==> config.mk <==
export PLATFORM = sky130hd
export DESIGN_NAME = lsu_ctrl
export DESIGN_NICKNAME = d
export VERILOG_FILES = /design/src/rtl/lsu_ctrl.sv
export SDC_FILE = /design/constraint.sdc
export NUM_CORES = 1
export LEC_CHECK = 0
export BUFFER_PORTS_ARGS = -buffer_cell sky130_fd_sc_hd__buf_2
export CORE_ASPECT_RATIO = 2
export CORE_MARGIN = 3
export CORE_UTILIZATION = 40
export DETAILED_ROUTE_END_ITERATION = 16
export PLACE_DENSITY = 0.71
export SYNTH_ARGS = -nofsm -noshare
export SYNTH_HDL_FRONTEND = slang
export SYNTH_SLANG_ARGS = --single-unit
==> constraint.sdc <==
create_clock -name clk -period 2.8 [get_ports clk]
set_clock_uncertainty 0.05 [all_clocks]
set_input_delay 0.14 -clock clk [delete_from_list [all_inputs] [get_ports clk]]
set_output_delay 0.14 -clock clk [all_outputs]
set_load 0.05 [all_outputs]
==> src/rtl/lsu_ctrl.sv <==
// ---------------------------------------------------------------------------
// lsu_ctrl -- load/store unit controller
//
// Accepts a one-cycle load-word / store-word request from the core, issues a
// single request to a 256-entry word-addressed data memory responder, waits
// for the responder's acknowledge and, for loads, returns the read data to
// the register file with a one-cycle write strobe. Illegal requests (unknown
// opcode or address outside the 256-word window) raise a sticky error flag
// and are dropped without touching memory.
//
// Configuration:
//   LSU_TIMEOUT_EN  when defined, a WAIT-state down-counter aborts an access
//                   that has not been acknowledged within TIMEOUT cycles
//                   (mem_req drops, err sets, no write-back, no count).
//                   When undefined, WAIT lasts until mem_ack and the counter
//                   does not exist.
//
// Parameters:
//   TIMEOUT     max WAIT cycles before abort (only with LSU_TIMEOUT_EN)
//
// Ports:
//   clk         clock, all state updates on posedge
//   rst         synchronous active-high reset
//   start       one-cycle request strobe from the core
//   opcode      6'b100011 load word, 6'b101011 store word
//   addr        effective word address; only 0..255 are legal
//   store_data  data to write for stores
//   busy        core stall, high whenever the controller is not IDLE
//   mem_req     request to the data memory responder
//   mem_we      1 = write, 0 = read
//   mem_addr    word index into the data memory
//   mem_wdata   write data
//   mem_ack     responder completion; read data valid in the same cycle
//   mem_rdata   read data
//   wb_en       one-cycle register-file write strobe for loads
//   wb_data     load result, valid while wb_en is high
//   err         sticky error flag, cleared only by rst
//   done_cnt    count of completed transactions (wraps)
//
// State table:
//   state  | meaning
//   IDLE   | waiting for start; validates request
//   WAIT   | mem_req asserted, holding request until mem_ack
//   DONE   | one cycle: wb_en for loads, done_cnt increment
// ---------------------------------------------------------------------------
module lsu_ctrl #(
  parameter int TIMEOUT = 15
) (
  input  logic        clk,
  input  logic        rst,
  input  logic        start,
  input  logic [5:0]  opcode,
  input  logic [31:0] addr,
  input  logic [31:0] store_data,
  output logic        busy,
  output logic        mem_req,
  output logic        mem_we,
  output logic [7:0]  mem_addr,
  output logic [31:0] mem_wdata,
  input  logic        mem_ack,
  input  logic [31:0] mem_rdata,
  output logic        wb_en,
  output logic [31:0] wb_data,
  output logic        err,
  output logic [15:0] done_cnt
);

  localparam logic [5:0] OP_LW = 6'b100011;
  localparam logic [5:0] OP_SW = 6'b101011;

  typedef enum logic [1:0] {
    S_IDLE = 2'd0,
    S_WAIT = 2'd1,
    S_DONE = 2'd2
  } state_t;

  generate
    if (TIMEOUT < 1) begin : g_timeout_check
      $error("lsu_ctrl: TIMEOUT must be at least 1");
    end
  endgenerate

  state_t state;
  logic   is_load;
  logic   op_valid;
  logic   addr_ok;

  assign op_valid = (opcode == OP_LW) || (opcode == OP_SW);
  assign addr_ok  = (addr[31:8] == 24'd0);

`ifdef LSU_TIMEOUT_EN
  localparam int TW = $clog2(TIMEOUT + 1);
  // Loaded with TIMEOUT-1 on entry to WAIT; reaching zero without an ack
  // means TIMEOUT request cycles have elapsed.
  logic [TW-1:0] tmo_cnt;
`endif

  always_ff @(posedge clk) begin
    if (rst) begin
      state     <= S_IDLE;
      busy      <= 1'b0;
      mem_req   <= 1'b0;
      mem_we    <= 1'b0;
      mem_addr  <= 8'd0;
      mem_wdata <= 32'd0;
      wb_en     <= 1'b0;
      wb_data   <= 32'd0;
      err       <= 1'b0;
      done_cnt  <= 16'd0;
      is_load   <= 1'b0;
`ifdef LSU_TIMEOUT_EN
      tmo_cnt   <= '0;
`endif
    end else begin
      // wb_en is a single-cycle strobe; it is only set on the ack edge.
      wb_en <= 1'b0;
      case (state)
        S_IDLE: begin
          if (start) begin
            if (op_valid && addr_ok) begin
              mem_addr  <= addr[7:0];
              mem_wdata <= store_data;
              mem_we    <= (opcode == OP_SW);
              is_load   <= (opcode == OP_LW);
              mem_req   <= 1'b1;
              busy      <= 1'b1;
              state     <= S_WAIT;
`ifdef LSU_TIMEOUT_EN
              tmo_cnt   <= TW'(TIMEOUT - 1);
`endif
            end else begin
              err <= 1'b1;
            end
          end
        end

        S_WAIT: begin
          if (mem_ack) begin
            mem_req <= 1'b0;
            if (is_load) begin
              wb_data <= mem_rdata;
            end
            wb_en <= is_load;
            state <= S_DONE;
          end
`ifdef LSU_TIMEOUT_EN
          else if (tmo_cnt == '0) begin
            mem_req <= 1'b0;
            err     <= 1'b1;
            busy    <= 1'b0;
            state   <= S_IDLE;
          end else begin
            tmo_cnt <= tmo_cnt - 1'b1;
          end
`endif
        end

        S_DONE: begin
          done_cnt <= done_cnt + 16'd1;
          busy     <= 1'b0;
          state    <= S_IDLE;
        end

        default: begin
          mem_req <= 1'b0;
          busy    <= 1'b0;
          state   <= S_IDLE;
        end
      endcase
    end
  end

endmodule

== Word level (Yosys, flattened, before mapping) ==
Cells that the tools add are included.

* Flip-flop bits (word level): 96
* Input bits: 106
* Output and inout port bits: 93

* Add/sub/neg operators: 1
* Eq/ne operators: 7
* Muxes and demuxes: 9
* Bitwise gates (word level): 4
* Reduce and logical (&&, ||, !) cells: 11

{| class="wikitable"
|+ Operators by type and width
! kind !! count
|-
| $logic_not A24 Y1 || 1
|-
| $add A16 B1 Y16 const B || 1
|-
| $reduce_and A3 Y1 || 5
|-
| $eq A6 B6 Y1 const B || 2
|-
| $mux W2 || 3
|-
| $ne A2 B2 Y1 const B || 3
|-
| $not A1 Y1 || 4
|-
| $pmux W2 S2 || 1
|-
| $reduce_and A4 Y1 || 1
|-
| $mux W1 || 3
|-
| $pmux W1 S3 || 1
|-
| $reduce_or A3 Y1 || 1
|-
| $eq A2 B1 Y1 const B || 1
|-
| $eq A2 B2 Y1 const B || 1
|-
| $logic_not A2 Y1 || 1
|-
| $pmux W1 S2 || 1
|-
| $logic_and A1 B1 Y1 || 1
|-
| $logic_or A1 B1 Y1 || 1
|}

== Logic depth before layout (Yosys ltp) ==
Gate-level depths: netlist of run 1.

* Depth in word-level cells: 6
* Gate-level depth with buffers: 6
* Depth with buffers taken out: 5

== Worst setup path before layout of run 1 ==
OpenSTA, ideal clock, no wires.

* Path type: register to register
* From: register done_cnt[3]
* To: register done_cnt[13]
* Arrival time: 2.048 ns
* Data required time: 2.627 ns
* Path slack: 0.579 ns
* Cell stages (with the launch flop): 5
* Buffers on the path: 0
* Clock period less this slack: 2.221 ns
* Cell sequence: dfxtp_1 -> nand4_1 -> nor4_1 -> nand3_1 -> mux2_1

* Longest elaborated chain between the ends: 1

{| class="wikitable"
|+ Ends and longest elaborated chain
! element !! line !! RTL
|-
| start, declared || 65 || <nowiki>output logic [15:0] done_cnt</nowiki>
|-
| start signal, assigned || 159 || <nowiki>done_cnt <= done_cnt + 16'd1;</nowiki>
|-
| $add A16 B1 Y16 || 159 ||
|}

Every way passes these cells.
A chain may end at the register's enable or synchronous reset.

== Worst setup path after layout of run 1 ==
* From: register state[1]
* To: register wb_data[2]

* Longest elaborated chain between the ends: 2

{| class="wikitable"
|+ Ends and longest elaborated chain
! element !! line !! RTL
|-
| start, declared || 83 || <nowiki>state_t state;</nowiki>
|-
| start signal, assigned || 100 || <nowiki>state <= S_IDLE;</nowiki>
|-
| start signal, assigned || 127 || <nowiki>state <= S_WAIT;</nowiki>
|-
| start signal, assigned || 144 || <nowiki>state <= S_DONE;</nowiki>
|-
| $eq A2 B1 Y1 || 117 || <nowiki>case (state)</nowiki>
|-
| $reduce_and A3 Y1 (no source line) || -- ||
|-
| end signal, assigned || 141 || <nowiki>wb_data <= mem_rdata;</nowiki>
|-
| end, declared || 63 || <nowiki>output logic [31:0] wb_data,</nowiki>
|}

Every way passes these cells.

==> results of run 1 <==
worst max path at each step:
stage                start       endpoint  slack [ns]  cells past startpoint
6_report          state[1]     wb_data[2]        0.72                      4
5_1_grt           state[1]     wb_data[2]        0.54                      4
4_1_cts           state[1]     wb_data[7]        0.80                      4
3_5_place_dp      addr[12]  mem_wdata[11]        0.53                      6
3_3_place_gp      addr[12]   mem_wdata[8]        0.63                      6
2_1_floorplan  done_cnt[3]   done_cnt[13]        0.58                      4
metrics by stage:
step | hold WS (ns) | util | power [mW] | cell area [sq um] | worst slack, ns
2_1_floorplan | 0.226 | - | 1.47 | 4150 | 0.579
3_5_place_dp | 0.338 | 0.509 | 1.55 | 5170 | 0.530
3_3_place_gp | 0.331 | 0.509 | 1.55 | 5170 | 0.632
6_report | 0.0135 | 0.570 | 2.77 | 5790 | 0.723
5_1_grt | 0.00717 | 0.570 | 2.88 | 5790 | 0.542
4_1_cts | 0.000869 | 0.570 | 2.81 | 5790 | 0.798
power breakdown:
| group | internal (mW) | switching (mW) |
|---|---|---|
| combinational | 0.118 | 0.0711 |
| clock | 0.698 | 0.517 |
| sequential | 1.37 | 0.000557 |
| total | 2.18 | 0.589 |
registers in the layout (all words and copies together), names as in the netlist:
| name | cells |
|---|---|
| mem_wdata | 32 |
| wb_en | 1 |
| is_load | 1 |
| err | 1 |
| state | 2 |
| done_cnt | 16 |
| mem_req | 1 |
| wb_data | 32 |
| mem_we | 1 |
| busy | 1 |
| mem_addr | 8 |
synth_stat cells, drive strengths merged:
cell type / instances
a21oi: 36
a31o: 1
and2: 1
buf: 7
clkbuf: 20
dfxtp: 96
ha: 1
inv: 5
mux2: 1
mux2i: 43
nand2: 70
nand2b: 79
nand3: 4
nand3b: 2
nand4: 4
nand4b: 2
nor2: 19
nor2b: 3
nor3: 6
nor3b: 1
nor4: 8
o21ai: 3
o21ba: 3
o21bai: 1
or2: 1
or2b: 5
or3: 2
or4: 3
xnor2: 9
xor2: 2
layer usage:
| layer | track usage | part of all wire |
|---|---|---|
| met2 | 0.343 | 0.53 |
| met5 | 0 | 0 |
| met1 | 0.202 | 0.37 |
| met3 | 0.0548 | 0.073 |
| met4 | 0.0779 | 0.026 |
cell type report:
cell class	instances	area [sq um]	area share
multi-input combinational	310	2030	0.351
clock buffer	10	229	0.0396
tap	135	169	0.0292
clock inverter	6	66.3	0.0115
inverter	5	18.8	0.00324
sequential	96	1920	0.332
timing repair buffer	235	1350	0.234
worst reg2reg max path: cells and delay by family, from the launching register on:
family | cells | cell delay, ns
and+or+nand+nor | 3 | 1.26
AOI/OAI and AO/OA | 1 | 0.23
DFF | 1 | 0.45
kinds of logic (layout without fill, tap and decap cells):
kind of cell | count (synthesis) | count (layout) | share of synthesized area
AOI/OAI and AO/OA | 44 | 44 | 0.0582
xor gates and xnor gates | 11 | 11 | 0.0232
adders and majority gates | 1 | 1 | 0.00301
buffers and inverters | 32 | 256 | 0.0500
DFF | 96 | 96 | 0.463
muxes | 44 | 44 | 0.106
and+or+nand+nor | 210 | 210 | 0.296
==> run metrics, run 1 <==
Synth Cell Area 0.00415 sq mm; reg-to-reg startpoint state[1]; average cell area after synthesis 9.48 sq um; Inserted Clock Buffers 9; H-tree lvl count 3; most frequent cells in the layout buf_2, dfxtp_1, nand2_1; Worst-Skew Late Latency 0.33 ns; # hold bufs at CTS 32; clk buf depth 2; Hold Crit Start addr[0]; slew margin rel. 0.259; final net count 764; min Tclk post-route 2.08 ns; VDD IR-drop max 368 uV; post_cts resized 0; antenna viol nets, final 0; TritonCTS clock tree yes; CP Launch Type flop; Post-Place Cells 749; CP bufs+invs 0; Total GRT Usage 0.189; Vias 3,754; Hold Path Sink mem_addr[0]; Hold Path Depth 3; share of cells above drive strength 1 0.409; Worst Tran Pin Value 1.11 ns; number of global-route vias before repair 3,852; endpoint type of the worst setup path flop; Max stage delay on crit path 0.87 ns; P per Cell Area 479 mW/mm^2; GPL Wtd Cong 0.754; gr ovfl total 0; n_diodes 0; Gate Count Post-Synth 438; iteration-0 DRC count of the detailed router 130; syn nets 545; status finished, final reports clean; largest net degree at the start of global routing 120; Worst EP required 3.00 ns; Buffers on Ports 198; f_max 482 MHz; Layout Cells excl Fill 797; Ys Warns 0; chip width 78.0 microns; largest area contributor in the netlist dfxtp_1; sequential-to-total area share from yosys stat 0.463; DR pass1 iterations 4; Synth top area share 0.463; fin crit share 0.742; Area contributors post-synth dfxtp_1, mux2i_1, nand2b_2; Reg2Reg Depth 4; clock transition at the registers of the reported paths 0.07 ns; Clock Sinks 96; leakage 2.50 nW; crit path max fanout 32; root buf cell clkbuf_16; DR DRC count 0; Vias/cell 4.71; crit path DAT 2.27 ns; Critical-path top delay cell or2_1; # Post-CTS Setup Buffers 0; final setup fails 0; #FFs+latches synth 96; RR Endpoint wb_data[2]; area growth from synthesis to layout 39.4%; drt total wl 11.1 mm; Initial Util 0.409; crit-path cells nand3b_1 -> or2_1 -> nand2_1 -> a21oi_1; Yosys cell types 39; hpwl dp 7.79 mm; # rows 52; Min-Delay Path Class in2reg; MaxCap Viol Count 0; WL per Instance 13.9 microns; delay-heaviest family, CP simple AND/OR/NAND/NOR gates; Fin. Hold Viols 0; DIE HEIGHT 150 microns; Final Max Slew Viols 0; num ports 199; die area 0.0117 sq mm; first-pass GRT wire length 17.8 mm; setup tns final 0 ns; Placeable Area 0.0101 sq mm; Fill cells 910; commonest non-fill, non-tap cell in the layout buf_2; antenna violations before repair 0; reg2reg setup slack 0.72 ns; critical path class reg2reg; unrepaired setup endpoints after global routing false
Note: power is estimated with default switching activity, not from simulation.
==> run 2: changes to the inputs <==
--- a/config.mk
+++ b/config.mk
@@ -10,7 +10,7 @@
 export CORE_MARGIN = 3
 export CORE_UTILIZATION = 40
 export DETAILED_ROUTE_END_ITERATION = 16
-export PLACE_DENSITY = 0.71
+export PLACE_DENSITY = 0.73
 export SYNTH_ARGS = -nofsm -noshare
 export SYNTH_HDL_FRONTEND = slang
 export SYNTH_SLANG_ARGS = --single-unit
==> constraint.sdc (replaced) <==
create_clock -name clk -period 1.9 [get_ports clk]
set_clock_uncertainty 0.05 [all_clocks]
set_input_delay 0.095 -clock clk [delete_from_list [all_inputs] [get_ports clk]]
set_output_delay 0.095 -clock clk [all_outputs]
set_load 0.05 [all_outputs]
==> run 2 against run 1 <==
Compared with the run above:
- largest cell class unchanged
- clock power is 45% higher
- critical endpoint is now mem_wdata[17]
- power up 49%
- non-clock buffer count grew 46
- critical path type is now in2reg
- critical path depth increased by 2
- sequential share of layout area is 2.4 points lower
- register-to-register slack worse by 0.45 ns
==> run metrics, run 2 (synthesized netlist as in run 1, its figures left out) <==
Final Max Slew Viols 0 (unchanged); biggest regs mem_wdata (32), wb_data (32), done_cnt (16); DR DRC count 0 (unchanged); Critical-path top delay cell or4_1; iteration-0 DRC count of the detailed router 82 (-37%); Hold Path Depth 3 (unchanged); P per Cell Area 658 mW/mm^2 (+37%); CP Launch Type primary input; Reg2Reg Depth 5 (+1); Clock Sinks 96 (unchanged); crit path DAT 1.97 ns (-0.30 ns); reg2reg setup slack 0.27 ns (-0.45 ns); Vias/cell 4.74 (+0.69%); endpoint type of the worst setup path flop; # Post-CTS Setup Buffers 0 (unchanged); Inserted Clock Buffers 9 (unchanged); antenna viol nets, final 0 (unchanged); hpwl dp 8.35 mm (+7.2%); share of cells above drive strength 1 0.395 (-0.0139); Finished Cell Area 0.00626 sq mm (+8.3%); Pwr Total 4.12 mW (+49%); most frequent cells in the layout buf_2, dfxtp_1, dlygate4sd3_1; crit path max fanout 15 (-53%); Fin. Hold Viols 0 (unchanged); fin crit share 0.929; MaxCap Viol Count 0 (unchanged); min Tclk post-route 1.77 ns; Total GRT Usage 0.211 (+0.0220); # hold bufs at CTS 74 (+130%); CP bufs+invs 2 (+2); GPL Wtd Cong 0.804 (+6.6%); delay-heaviest family, CP simple AND/OR/NAND/NOR gates; unrepaired setup endpoints after global routing false; TritonCTS clock tree yes; commonest non-fill, non-tap cell in the layout buf_2; H-tree lvl count 3 (unchanged); final net count 810 (+6.0%); root buf cell clkbuf_16; Post-Place Cells 753 (+0.53%); clk buf depth 2 (unchanged); Vias 3,998 (+6.5%); n_diodes 0 (unchanged); Hold Path Sink state[0]; Min-Delay Path Class in2reg; Setup Slack @ Placement -0.227 ns (-0.756 ns); dpl cell area 0.00524 sq mm (+1.4%); num ports 199 (unchanged); Worst Tran Pin Value 0.406 ns (-0.706 ns); antenna violations before repair 0 (unchanged); RR Endpoint done_cnt[12]; DIE HEIGHT 150 microns (unchanged); VDD IR-drop max 536 uV (+46%); WL per Instance 14.4 microns (+3.6%); Buffers on Ports 198 (unchanged); Worst EP required 2.10 ns (-0.90 ns); clock transition at the registers of the reported paths 0.06 ns (about the same); setup tns final 0 ns (unchanged); final setup fails 0 (unchanged); # rows 52 (unchanged); Worst-Skew Late Latency 0.33 ns (about the same); f_max 567 MHz; Layout Cells excl Fill 843 (+5.8%); chip width 78.0 microns (unchanged); number of global-route vias before repair 4,210 (+9.3%); Max stage delay on crit path 0.52 ns (-0.35 ns); first-pass GRT wire length 19.5 mm (+9.1%); die area 0.0117 sq mm (unchanged); crit-path cells buf_2 -> or4_1 -> or4_4 -> nor3_4 -> buf_4 -> mux2i_1; status finished, final reports clean; gr ovfl total 0 (unchanged); PnR worst setup slack 0.135 ns (-0.588 ns); leakage 2.69 nW (+7.6%); drt total wl 12.2 mm (+9.6%); Placeable Area 0.0101 sq mm (unchanged); reg-to-reg startpoint done_cnt[0]; DR pass1 iterations 4 (unchanged); Setup crit start addr[12]; critical path class in2reg; largest net degree at the start of global routing 86 (-28%); slew margin rel. 0.727 (+0.468); area growth from synthesis to layout 50.9%; post_cts resized 0 (unchanged); Hold Crit Start mem_ack; Initial Util 0.409 (unchanged)
[run 2: cell count changes in the layout (fill, tap and decap cells not counted)]
cell,change
buf_12,+2
buf_4,+2
clkbuf_1,+3
clkinv_2,-1
clkinv_4,-1
clkinvlp_4,+1
dfxtp_1,-7
dfxtp_2,+7
dlygate4sd3_1,+42
inv_6,-2
nor4_1,-1
nor4_2,+1
[run 2: layer usage]
layer	vias up	GRT usage	share of wire
li1	1961	-	-
met1	1823	0.202	0.35
met2	178	0.402	0.55
met3	36	0.0590	0.065
met4	0	0.108	0.038
met5	-	0	0
[run 2: worst max-delay path by stage]
| stage | to | slack [ns] | cells after the start |
|---|---|---|---|
| after floorplan | done_cnt[13] | 0.008 | 4 |
| after global placement | mem_wdata[17] | -0.14 | 6 |
| after detailed placement | mem_wdata[17] | -0.23 | 6 |
| after CTS | mem_wdata[17] | 0.13 | 6 |
| after global routing | mem_wdata[17] | 0.06 | 6 |
| final | mem_wdata[17] | 0.13 | 6 |
[run 2: metrics by stage]
stage | hold slack (ns) | util
after CTS | 0.0472 | 0.617
after detailed placement | 0.291 | 0.516
after global placement | 0.285 | 0.516
after global routing | 0.0453 | 0.617
final | 0.0613 | 0.617
after floorplan | 0.181 | -
[run 2: layout make-up]
class                           instances  area [sq um]
Multi-Input combinational cell        310          2040
Sequential cell                        96          1930
Inverter                                5          18.8
Tap cell                              135           169
Fill cell                             861          3880
Clock buffer                           13           240
Clock inverter                          3          42.5
Timing Repair Buffer                  281          1830
[run 2: where the power goes]
group / internal [mW] / total [mW] / switching [mW]
clock: 1.02 / 1.75 / 0.726
combinational: 0.234 / 0.359 / 0.126
sequential: 2.01 / 2.01 / 0.000620
[run 2: worst reg2reg max path: cells and delay by family, from the launching register on]
kind | cells | cell delay (ns)
DFF | 1 | 0.39
adders and majority gates | 1 | 0.20
and+or+nand+nor | 3 | 0.70
xor gates and xnor gates | 1 | 0.16
